[src/rtl/pyc_rr_dist.sv]
// Round-robin distributor: one input stream spread over N single-entry output slots.
// Each accepted item goes to the first available slot at or after the rotating pointer.
module pyc_rr_dist #(
  parameter int WIDTH = 1,
  parameter int N = 2,
  localparam int SEL_W = $clog2((N <= 1) ? 2 : N)
) (
  input  logic                      clk,
  input  logic                      rst_n,
  input  logic                      in_valid,
  output logic                      in_ready,
  input  logic [WIDTH-1:0]          in_data,
  output logic [N-1:0]              out_valid,
  input  logic [N-1:0]              out_ready,
  output logic [N-1:0][WIDTH-1:0]   out_data,
  output logic [SEL_W-1:0]          out_sel
);

  logic [N-1:0]            r_full;
  logic [N-1:0][WIDTH-1:0] r_data;
  logic [SEL_W-1:0]        r_ptr;

  logic [N-1:0]            w_avail;
  logic [N-1:0]            w_load;
  logic [SEL_W-1:0]        w_sel;
  logic                    w_found;
  logic                    w_accept;

  // A full slot whose consumer is taking it this cycle can be refilled immediately.
  assign w_avail = ~r_full | out_ready;

  // Two passes: indices at or above the pointer first, then wrap to the low indices.
  always_comb begin
    w_sel   = '0;
    w_found = 1'b0;
    for (int i = 0; i < N; i++) begin
      if (!w_found && w_avail[i] && (SEL_W'(i) >= r_ptr)) begin
        w_sel   = SEL_W'(i);
        w_found = 1'b1;
      end
    end
    for (int i = 0; i < N; i++) begin
      if (!w_found && w_avail[i]) begin
        w_sel   = SEL_W'(i);
        w_found = 1'b1;
      end
    end
  end

  assign in_ready = rst_n & w_found;
  assign out_sel  = in_ready ? w_sel : '0;
  assign w_accept = in_valid & in_ready;

  always_comb begin
    w_load = '0;
    for (int i = 0; i < N; i++) begin
      w_load[i] = w_accept && (w_sel == SEL_W'(i));
    end
  end

  always_ff @(posedge clk or negedge rst_n) begin
    if (!rst_n) begin
      r_ptr <= '0;
    end else if (w_accept) begin
      r_ptr <= (w_sel == SEL_W'(N - 1)) ? '0 : w_sel + SEL_W'(1);
    end
  end

  // A load wins over a drain so a slot reloaded while emptying stays full.
  always_ff @(posedge clk or negedge rst_n) begin
    if (!rst_n) begin
      r_full <= '0;
      r_data <= '0;
    end else begin
      for (int i = 0; i < N; i++) begin
        if (w_load[i]) begin
          r_full[i] <= 1'b1;
          r_data[i] <= in_data;
        end else if (out_ready[i]) begin
          r_full[i] <= 1'b0;
        end
      end
    end
  end

  assign out_valid = r_full;
  assign out_data  = r_data;

endmodule

[config.mk]
export PLATFORM = sky130hd
export DESIGN_NAME = pyc_rr_dist
export DESIGN_NICKNAME = d
export VERILOG_FILES = /design/src/rtl/pyc_rr_dist.sv
export SDC_FILE = /design/constraint.sdc
export NUM_CORES = 1
export LEC_CHECK = 0
export CAP_MARGIN = 20
export CORE_AREA = 2 2 39 41
export DETAILED_ROUTE_END_ITERATION = 16
export DIE_AREA = 0 0 41 43
export GPL_TIMING_DRIVEN = 1
export PLACE_DENSITY = 0.43
export SKIP_CTS_REPAIR_TIMING = 1
export SLEW_MARGIN = 10
export SYNTH_ARGS = -nofsm -noshare
export SYNTH_HDL_FRONTEND = slang
export SYNTH_SLANG_ARGS = --single-unit
[constraint.sdc]
create_clock -name clk -period 1 [get_ports clk]
set_input_delay 0.15 -clock clk [delete_from_list [all_inputs] [get_ports clk]]
set_output_delay 0.15 -clock clk [all_outputs]
set_load 0.05 [all_outputs]
Word-level counts from Yosys, hierarchy flattened
Index checks and enable logic that the tools add are counted.
Widths: inputs -> output; s select.
Storage, ports and cells
  flip-flop bits (word level): 5
  input port bits: 6
  output and inout port bits: 6
  logic and storage cells: 38
Cells by class
  add/subtract/negate cells: 1
  order comparisons: 2
  muxes and demuxes: 13
  bitwise operators: 5
  reductions and logical operators: 12
Operator list (number)
  $mux 1: 13
  $logic_and 1x1->1: 7
  $reduce_bool 2->1: 2
  $logic_not 1->1: 3
  $and 1x1->1: 2
  $ge 1x1->1 const A: 2
  $not 2->2: 1
  $or 2x2->2: 1
  $add 1x1->1 const B: 1
  $not 1->1: 1

Longest topological paths before layout
Gate-level depths: netlist of the first run.
  depth in word-level cells: 18
  depth in mapped cells: 3
  gate-level depth less buffers: 3

Least setup slack after synthesis of the first run
OpenSTA, ideal clock, no wires.
  kind: register -> output
  start point: register r_full[0] (netlist: out_valid[0])
  end point: output out_sel
  arrival time: 1.316 ns
  required time: 0.850 ns
  setup slack: -0.466 ns
  stages on the path, launching flop included: 3
  path through: dfrtp_1 nor2b_4 o211a_1
On the way
  word-level cells in the longest chain between the ends: 16
  elaborated cells on any way between the ends: 19
  classes of those cells: mux (8); bitwise (3); reduce/logical (8)
Ends and longest elaborated chain
  from (decl): RTL line 19  | logic [N-1:0] r_full;
  from (signal assigned): RTL line 72  | r_full <= '0;
  from (signal, indexed assignment): RTL line 77  | r_full[i] <= 1'b1;
  from (signal, indexed assignment): RTL line 80  | r_full[i] <= 1'b0;
  $not 2->2 (*): RTL line 30  | assign w_avail = ~r_full | out_ready;
  $or 2x2->2 (*): RTL line 30
  $logic_and 1x1->1: RTL line 37  | if (!w_found && w_avail[i] && (SEL_W'(i) >= r_ptr)) begin
  $mux 1: RTL line 37
  $logic_not 1->1: RTL line 37
  $logic_and 1x1->1 (2 in series): RTL line 37
  $mux 1: RTL line 37
  $logic_not 1->1: RTL line 43  | if (!w_found && w_avail[i]) begin
  $logic_and 1x1->1: RTL line 43
  $mux 1: RTL line 43
  $logic_not 1->1: RTL line 43
  $logic_and 1x1->1: RTL line 43
  $mux 1: RTL line 43
  $and 1x1->1: RTL line 50  | assign in_ready = rst_n & w_found;
  $mux 1 (*): RTL line 51  | assign out_sel = in_ready ? w_sel : '0;
  to (decl): RTL line 16  | output logic [SEL_W-1:0] out_sel
Every way passes the cells marked *; elsewhere a longest branch is shown, timed or not.

Worst setup path after layout of the first run
  start point: register r_full[1] (netlist: out_valid[1])
  end point: output in_ready
On the way
  word-level cells in the longest chain between the ends: 12
Ends and longest elaborated chain
  $not 2->2 (*): RTL line 30
  $or 2x2->2 (*): RTL line 30
  $logic_and 1x1->1 (2 in series): RTL line 37
  $mux 1: RTL line 37
  $logic_not 1->1: RTL line 43
  $logic_and 1x1->1: RTL line 43
  $mux 1: RTL line 43
  $logic_not 1->1: RTL line 43
  $logic_and 1x1->1: RTL line 43
  $mux 1 (*): RTL line 43
  $and 1x1->1 (*): RTL line 50
  to (decl): RTL line 11  | output logic in_ready,
Marked as above.

==> results.yml, run 1 <==
status:
  outcome: "complete, but fails checks"
  failed_checks: "negative setup slack"
timing:
  slew_headroom_pct: 83.5
  finalSetupViolations: 9
  hold_viol: 0
  tightest_slew_ns: 0.247
  final_max_slew_viol_count: 0
  period_minus_slack_ns: 1.33
  fmax_mhz: 751
  fin_tns_setup_ns: -1.60
  rsz0062_at_grt: "yes"
  finalClockSkew_ns: 0.00262
  hold_ws_ns: 0.314
  worst_slack_ns: -0.332
  finalCritPeriodShare_pct: 133
critical_path:
  reg2reg_slack_ns: -0.30
  critPathMaxFanout: 4
  critical_path.max_stage_delay_ns: 0.37
  crit_required_ns: 0.85
  cp_slowest_cell: "dfrtp_2"
  cp_cell_sequence: "nand2b_4 -> o31a_4 -> buf_12"
  regToRegEndpoint: "out_data[0]$_DFFE_PN0P_"
  worst_setup_path_end_kind: "output pin"
  path_buf_inv: 1
  worstSetupStartpointType: "flip-flop"
  r2r-start: "out_valid[0]$_DFFE_PN0P_"
  cp.arrival_ns: 1.18
  crit_type: "flip-flop to output pin"
  worst_r2r_path_depth: 4
  cpLargestDelayFamily: "flip-flops"
cells_and_area:
  fin_nets: 60
  antenna_cells: 0
  area_growth_pct: 155
  layout-drive-gt1-share_pct: 71.7
  fill_cells: 125
flow_run:
  maxCapViolations: 0
yosys:
  synthCells: 21
  yosysWarnings: 0
  synth_edf_count: 0
  syn_avg_cell_area_sq_um: 12.6
  async_reset_ff_share_pct: 100
  synth_top_cell_area_share_pct: 47.2
  synthFlopType: "dfrtp_1"
  synth_common_cells: "dfrtp_1 (5), nand2_1 (2)"
  yosysTopAreaCell: "dfrtp_1"
  synthesis.nets: 27
  syn_area_sq_um: 265
  synthTopCellsByArea: "dfrtp_1 (47%), mux2_4 (5.7%), o2111ai_2 (5.7%)"
  ys_ff_latch: 5
  ys_seq_area_share_pct: 47.2
  synth.most_common_cell: "dfrtp_1"
  synth_cell_types: 16
pwr:
  p_total_w: 0.00139
  leakagePower_nw: 0.335
  peakVddDrop_uv: 1290
  pwr-share-clk_pct: 17.8
  swShare_pct: 37.8
  power.density_mw_per_mm2: 2060
  power_switching_w: 0.000528
  combPwrFrac_pct: 57.6
  seqPwrFrac_pct: 24.7
  cellInternalPower_w: 0.000867
floorplanning:
  core_area_sq_mm: 0.00138
  die_area_sq_mm: 0.00176
  ioPinCount: 12
  initial_core_util_pct: 19.2
  chipWidth_um: 41
  die_y_um: 43
  num_rows: 14
route:
  wl_per_cell_um: 11.6
  vias: 283
  drt_first_iter_violations: 1
  postRouteAntennaNets: 0
  viasPerCell: 4.10
  drt-total-wl_um: 797
  first_pass_iters: 3
  drc: 0
hold_path:
  worstHoldPathCells: 4
  min-delay-start: "out_ready[1]"
  hold_class: "primary input to flip-flop"
  hold_path_end: "out_valid[1]$_DFFE_PN0P_"
grt:
  grt_start_max_net_pins: 8
  antenna_found_initial: 0
  grt_remaining_overflow: 0
  track_usage_pct: 9.58
  grt_pass1_wl_um: 1080
  grt_pass1_vias: 266
placed_design:
  routabilityCongestion: 0.813
  numPortBuffers: 11
  place.detailed.hpwl_um: 505
  pre_cts_slack_ns: -0.439
clock_tree:
  clkSlewWorstSetupHoldPaths_ns: 0.05
  clk_latency_ns: 0.25
  clock_path_buffers: 2
  cts_buffers: 3
  cts-root-buf: "clkbuf_4"
  cts_tree: "built"
  cts_num_sinks: 5
  htreeDepth: 1
sequential cells by signal, indices dropped and copies added, names as in the netlist:
name / count
out_valid: 2
out_data: 2
r_ptr: 1
worst reg2reg max path, stage by stage, from the launching register on:
cell      delay [ns]
dfrtp_2         0.40
nor2b_4         0.15
buf_4           0.14
a211oi_2        0.18
mux2_4          0.32
cell families after synthesis:
| group | after synthesis | share of synthesized area [%] |
|---|---|---|
| AO/OA/AOI/OAI | 6 | 22.2 |
| multiplexers | 2 | 9.90 |
| AND/OR/NAND/NOR | 7 | 19.3 |
| buffers and inverters | 1 | 1.41 |
| flip-flops | 5 | 47.2 |
cell usage in the layout, fill, tap and decap left out, types with 2 or more instances in the layout:
master	instances
clkbuf_4	3
dlymetal6s2s_1	2
dfrtp_1	3
buf_12	7
buf_6	3
dfrtp_2	2
nand2_1	2
buf_4	13
clkdlybuf4s50_1	3
mux2_4	2
power groups by stage:
stage | clock (W) | sequential (W) | combinational (W)
after floorplan | 0 | 0.000495 | 0.000155
after global placement | 0 | 0.000331 | 0.000710
after detailed placement | 0 | 0.000336 | 0.000708
after CTS | 0.000258 | 0.000333 | 0.000710
after global routing | 0.000267 | 0.000352 | 0.000837
final | 0.000248 | 0.000344 | 0.000803
final cells by class:
cell class	count	area [sq um]	area share [%]
Timing Repair Buffer	28	327	48.2
Multi-Input combinational cell	15	173	25.5
Sequential cell	5	128	18.9
Clock buffer	4	26.3	3.88
Tap cell	16	20.0	2.96
Inverter	1	3.75	0.555
layer usage:
| layer | vias up | global-route usage, % | routed length [um] |
|---|---|---|---|
| li1 | 140 | - | - |
| met1 | 132 | 12.4 | 341 |
| met2 | 9 | 12.2 | 402 |
| met3 | 2 | 1.57 | 33 |
| met4 | 0 | 10.0 | 20 |
| met5 | - | 0 | 0 |
stage by stage:
stage | cells | area, sq um | utilization [%]
floorplan | 21 | 277 | -
global placement | 57 | 534 | 38.6
detailed placement | 57 | 534 | 38.6
CTS | 61 | 561 | 40.5
global route | 69 | 677 | 48.9
finish | 69 | 677 | 48.9
worst max-delay path by stage:
stage | start | to | slack, ns | cells after the start
3_3_place_gp | out_ready[1] | out_data[0]$_DFFE_PN0P_ | -0.44 | 4
2_1_floorplan | out_valid[0]$_DFFE_PN0P_ | out_data[1]$_DFFE_PN0P_ | -0.31 | 3
5_1_grt | out_valid[0]$_DFFE_PN0P_ | out_sel | -0.36 | 3
3_5_place_dp | out_ready[1] | out_data[0]$_DFFE_PN0P_ | -0.44 | 4
6_report | out_valid[1]$_DFFE_PN0P_ | in_ready | -0.33 | 3
4_1_cts | out_valid[0]$_DFFE_PN0P_ | in_ready | -0.41 | 4
No activity file was read; power rests on OpenSTA's default activity.
==> inputs of run 2 (changes only) <==
--- a/config.mk
+++ b/config.mk
@@ -11,6 +11,7 @@
 export DIE_AREA = 0 0 41 43
 export GPL_TIMING_DRIVEN = 1
 export PLACE_DENSITY = 0.43
+export SETUP_SLACK_MARGIN = 0.05
 export SKIP_CTS_REPAIR_TIMING = 1
 export SLEW_MARGIN = 10
 export SYNTH_ARGS = -nofsm -noshare
==> run 2 against run 1 <==
Effect of this change: the flow still finishes with violations (negative setup slack); sequential power about the same; sequential share of layout area fell by 0.21 points; routed wire length did not move; non-clock buffer count is 1 higher; cell count increased by 1.4%; via count rose by 1.4%; critical path type unchanged; largest power group unchanged.
==> results.yml, run 2 (synthesis results as in run 1) <==
route:
  drt-total-wl_um: 797
  first_pass_iters: 3
  postRouteAntennaNets: 0
  drc: 0
  wl_per_cell_um: 11.4
  drt_first_iter_violations: 1
  vias: 287
  viasPerCell: 4.10
cells_and_area:
  final_cell_mix: "buf_4 (14), buf_12 (7)"
  fin_nets: 61
  stdcell_area_sq_um: 684
  layout-drive-gt1-share_pct: 72.2
  antenna_cells: 0
  layout_commonest_cell: "buf_4"
  area_growth_pct: 158
  final_util_pct: 49.5
clock_tree:
  clock_path_buffers: 2
  cts_buffers: 3
  cts_tree: "built"
  clk_latency_ns: 0.25
  cts_num_sinks: 5
  cts-root-buf: "clkbuf_4"
  htreeDepth: 1
  clkSlewWorstSetupHoldPaths_ns: 0.05
critical_path:
  crit_required_ns: 0.85
  critPathMaxFanout: 4
  worst_setup_path_end_kind: "output pin"
  crit_type: "flip-flop to output pin"
  cp.arrival_ns: 1.18
  worstSetupStartpointType: "flip-flop"
timing:
  slew_headroom_pct: 83.5
  finalCritPeriodShare_pct: 133
  final_max_slew_viol_count: 0
  finalClockSkew_ns: 0.00267
  hold_viol: 0
  worst_slack_ns: -0.332
  fmax_mhz: 751
  period_minus_slack_ns: 1.33
  finalSetupViolations: 9
  rsz0062_at_grt: "yes"
  tightest_slew_ns: 0.247
floorplanning:
  initial_core_util_pct: 19.2
  die_y_um: 43
  chipWidth_um: 41
  core_area_sq_mm: 0.00138
  die_area_sq_mm: 0.00176
  ioPinCount: 12
  num_rows: 14
status:
  outcome: "complete, but fails checks"
  failed_checks: "negative setup slack"
grt:
  antenna_found_initial: 0
  grt_remaining_overflow: 0
  grt_pass1_vias: 266
  grt_start_max_net_pins: 8
  track_usage_pct: 9.58
  grt_pass1_wl_um: 1080
pwr:
  p_total_w: 0.00142
  leakagePower_nw: 0.340
  peakVddDrop_uv: 1290
  power.density_mw_per_mm2: 2080
placed_design:
  place.detailed.hpwl_um: 505
  dpl-instance-area_sq_um: 534
  routabilityCongestion: 0.813
  numPortBuffers: 11
hold_path:
  hold_class: "primary input to flip-flop"
flow_run:
  maxCapViolations: 0
[run 2: changes by cell type in the layout (fill, tap and decap cells not counted)]
cell,before,now
buf_4,13,14
[run 2: where the power goes]
part | leakage, nW | switching (W) | internal (W)
clock | 0.0150 | 0.0000960 | 0.000152
sequential | 0.0589 | 0.0000735 | 0.000267
combinational | 0.266 | 0.000362 | 0.000470
[run 2: per-stage QoR]
step | TNS [ns] | setup slack (ns) | instances | hold WS [ns]
CTS | -1.41 | -0.408 | 61 | 0.228
global placement | -2.39 | -0.440 | 57 | 0.495
finish | -1.60 | -0.332 | 70 | 0.315
detailed placement | -2.42 | -0.439 | 57 | 0.494
floorplan | -1.20 | -0.312 | 21 | -0.146
global route | -1.97 | -0.364 | 70 | 0.327
[run 2: critical path, stage by stage (launching register included)]
cell and delay, ns:
dfrtp_2 0.37, nand2b_4 0.07, o31a_4 0.34, buf_12 0.15
[run 2: layer usage]
| layer | vias to the layer above | share of wire (%) | global-route usage, % |
|---|---|---|---|
| met3 | 2 | 4.1 | 1.57 |
| met5 | - | 0 | 0 |
| met4 | 0 | 2.5 | 10.0 |
| li1 | 142 | - | - |
| met1 | 134 | 43 | 12.4 |
| met2 | 9 | 51 | 12.2 |
[run 2: final timing paths]
kind | cells past startpoint | slack (ns) | to | startpoint
worst min-delay path | 4 | 0.31 | out_valid[1]$_DFFE_PN0P_ | out_ready[1]
worst min register to register | 1 | 0.58 | out_data[0]$_DFFE_PN0P_ | out_data[0]$_DFFE_PN0P_
worst max-delay path | 3 | -0.33 | in_ready | out_valid[1]$_DFFE_PN0P_
max in group asynchronous | 4 | 0.49 | out_data[0]$_DFFE_PN0P_ | rst_n
worst max register to register | 4 | -0.30 | out_data[0]$_DFFE_PN0P_ | out_valid[0]$_DFFE_PN0P_
min in group asynchronous | 3 | 0.32 | r_ptr$_DFFE_PN0P_ | rst_n
[run 2: cell type report]
cell class / count / area, sq um
fillers: 125 / 699
repair buffers: 29 / 334
multi-input cells: 15 / 173
flip-flops and latches: 5 / 128
clock buffers: 4 / 26.3
well taps: 16 / 20.0
inverters: 1 / 3.75
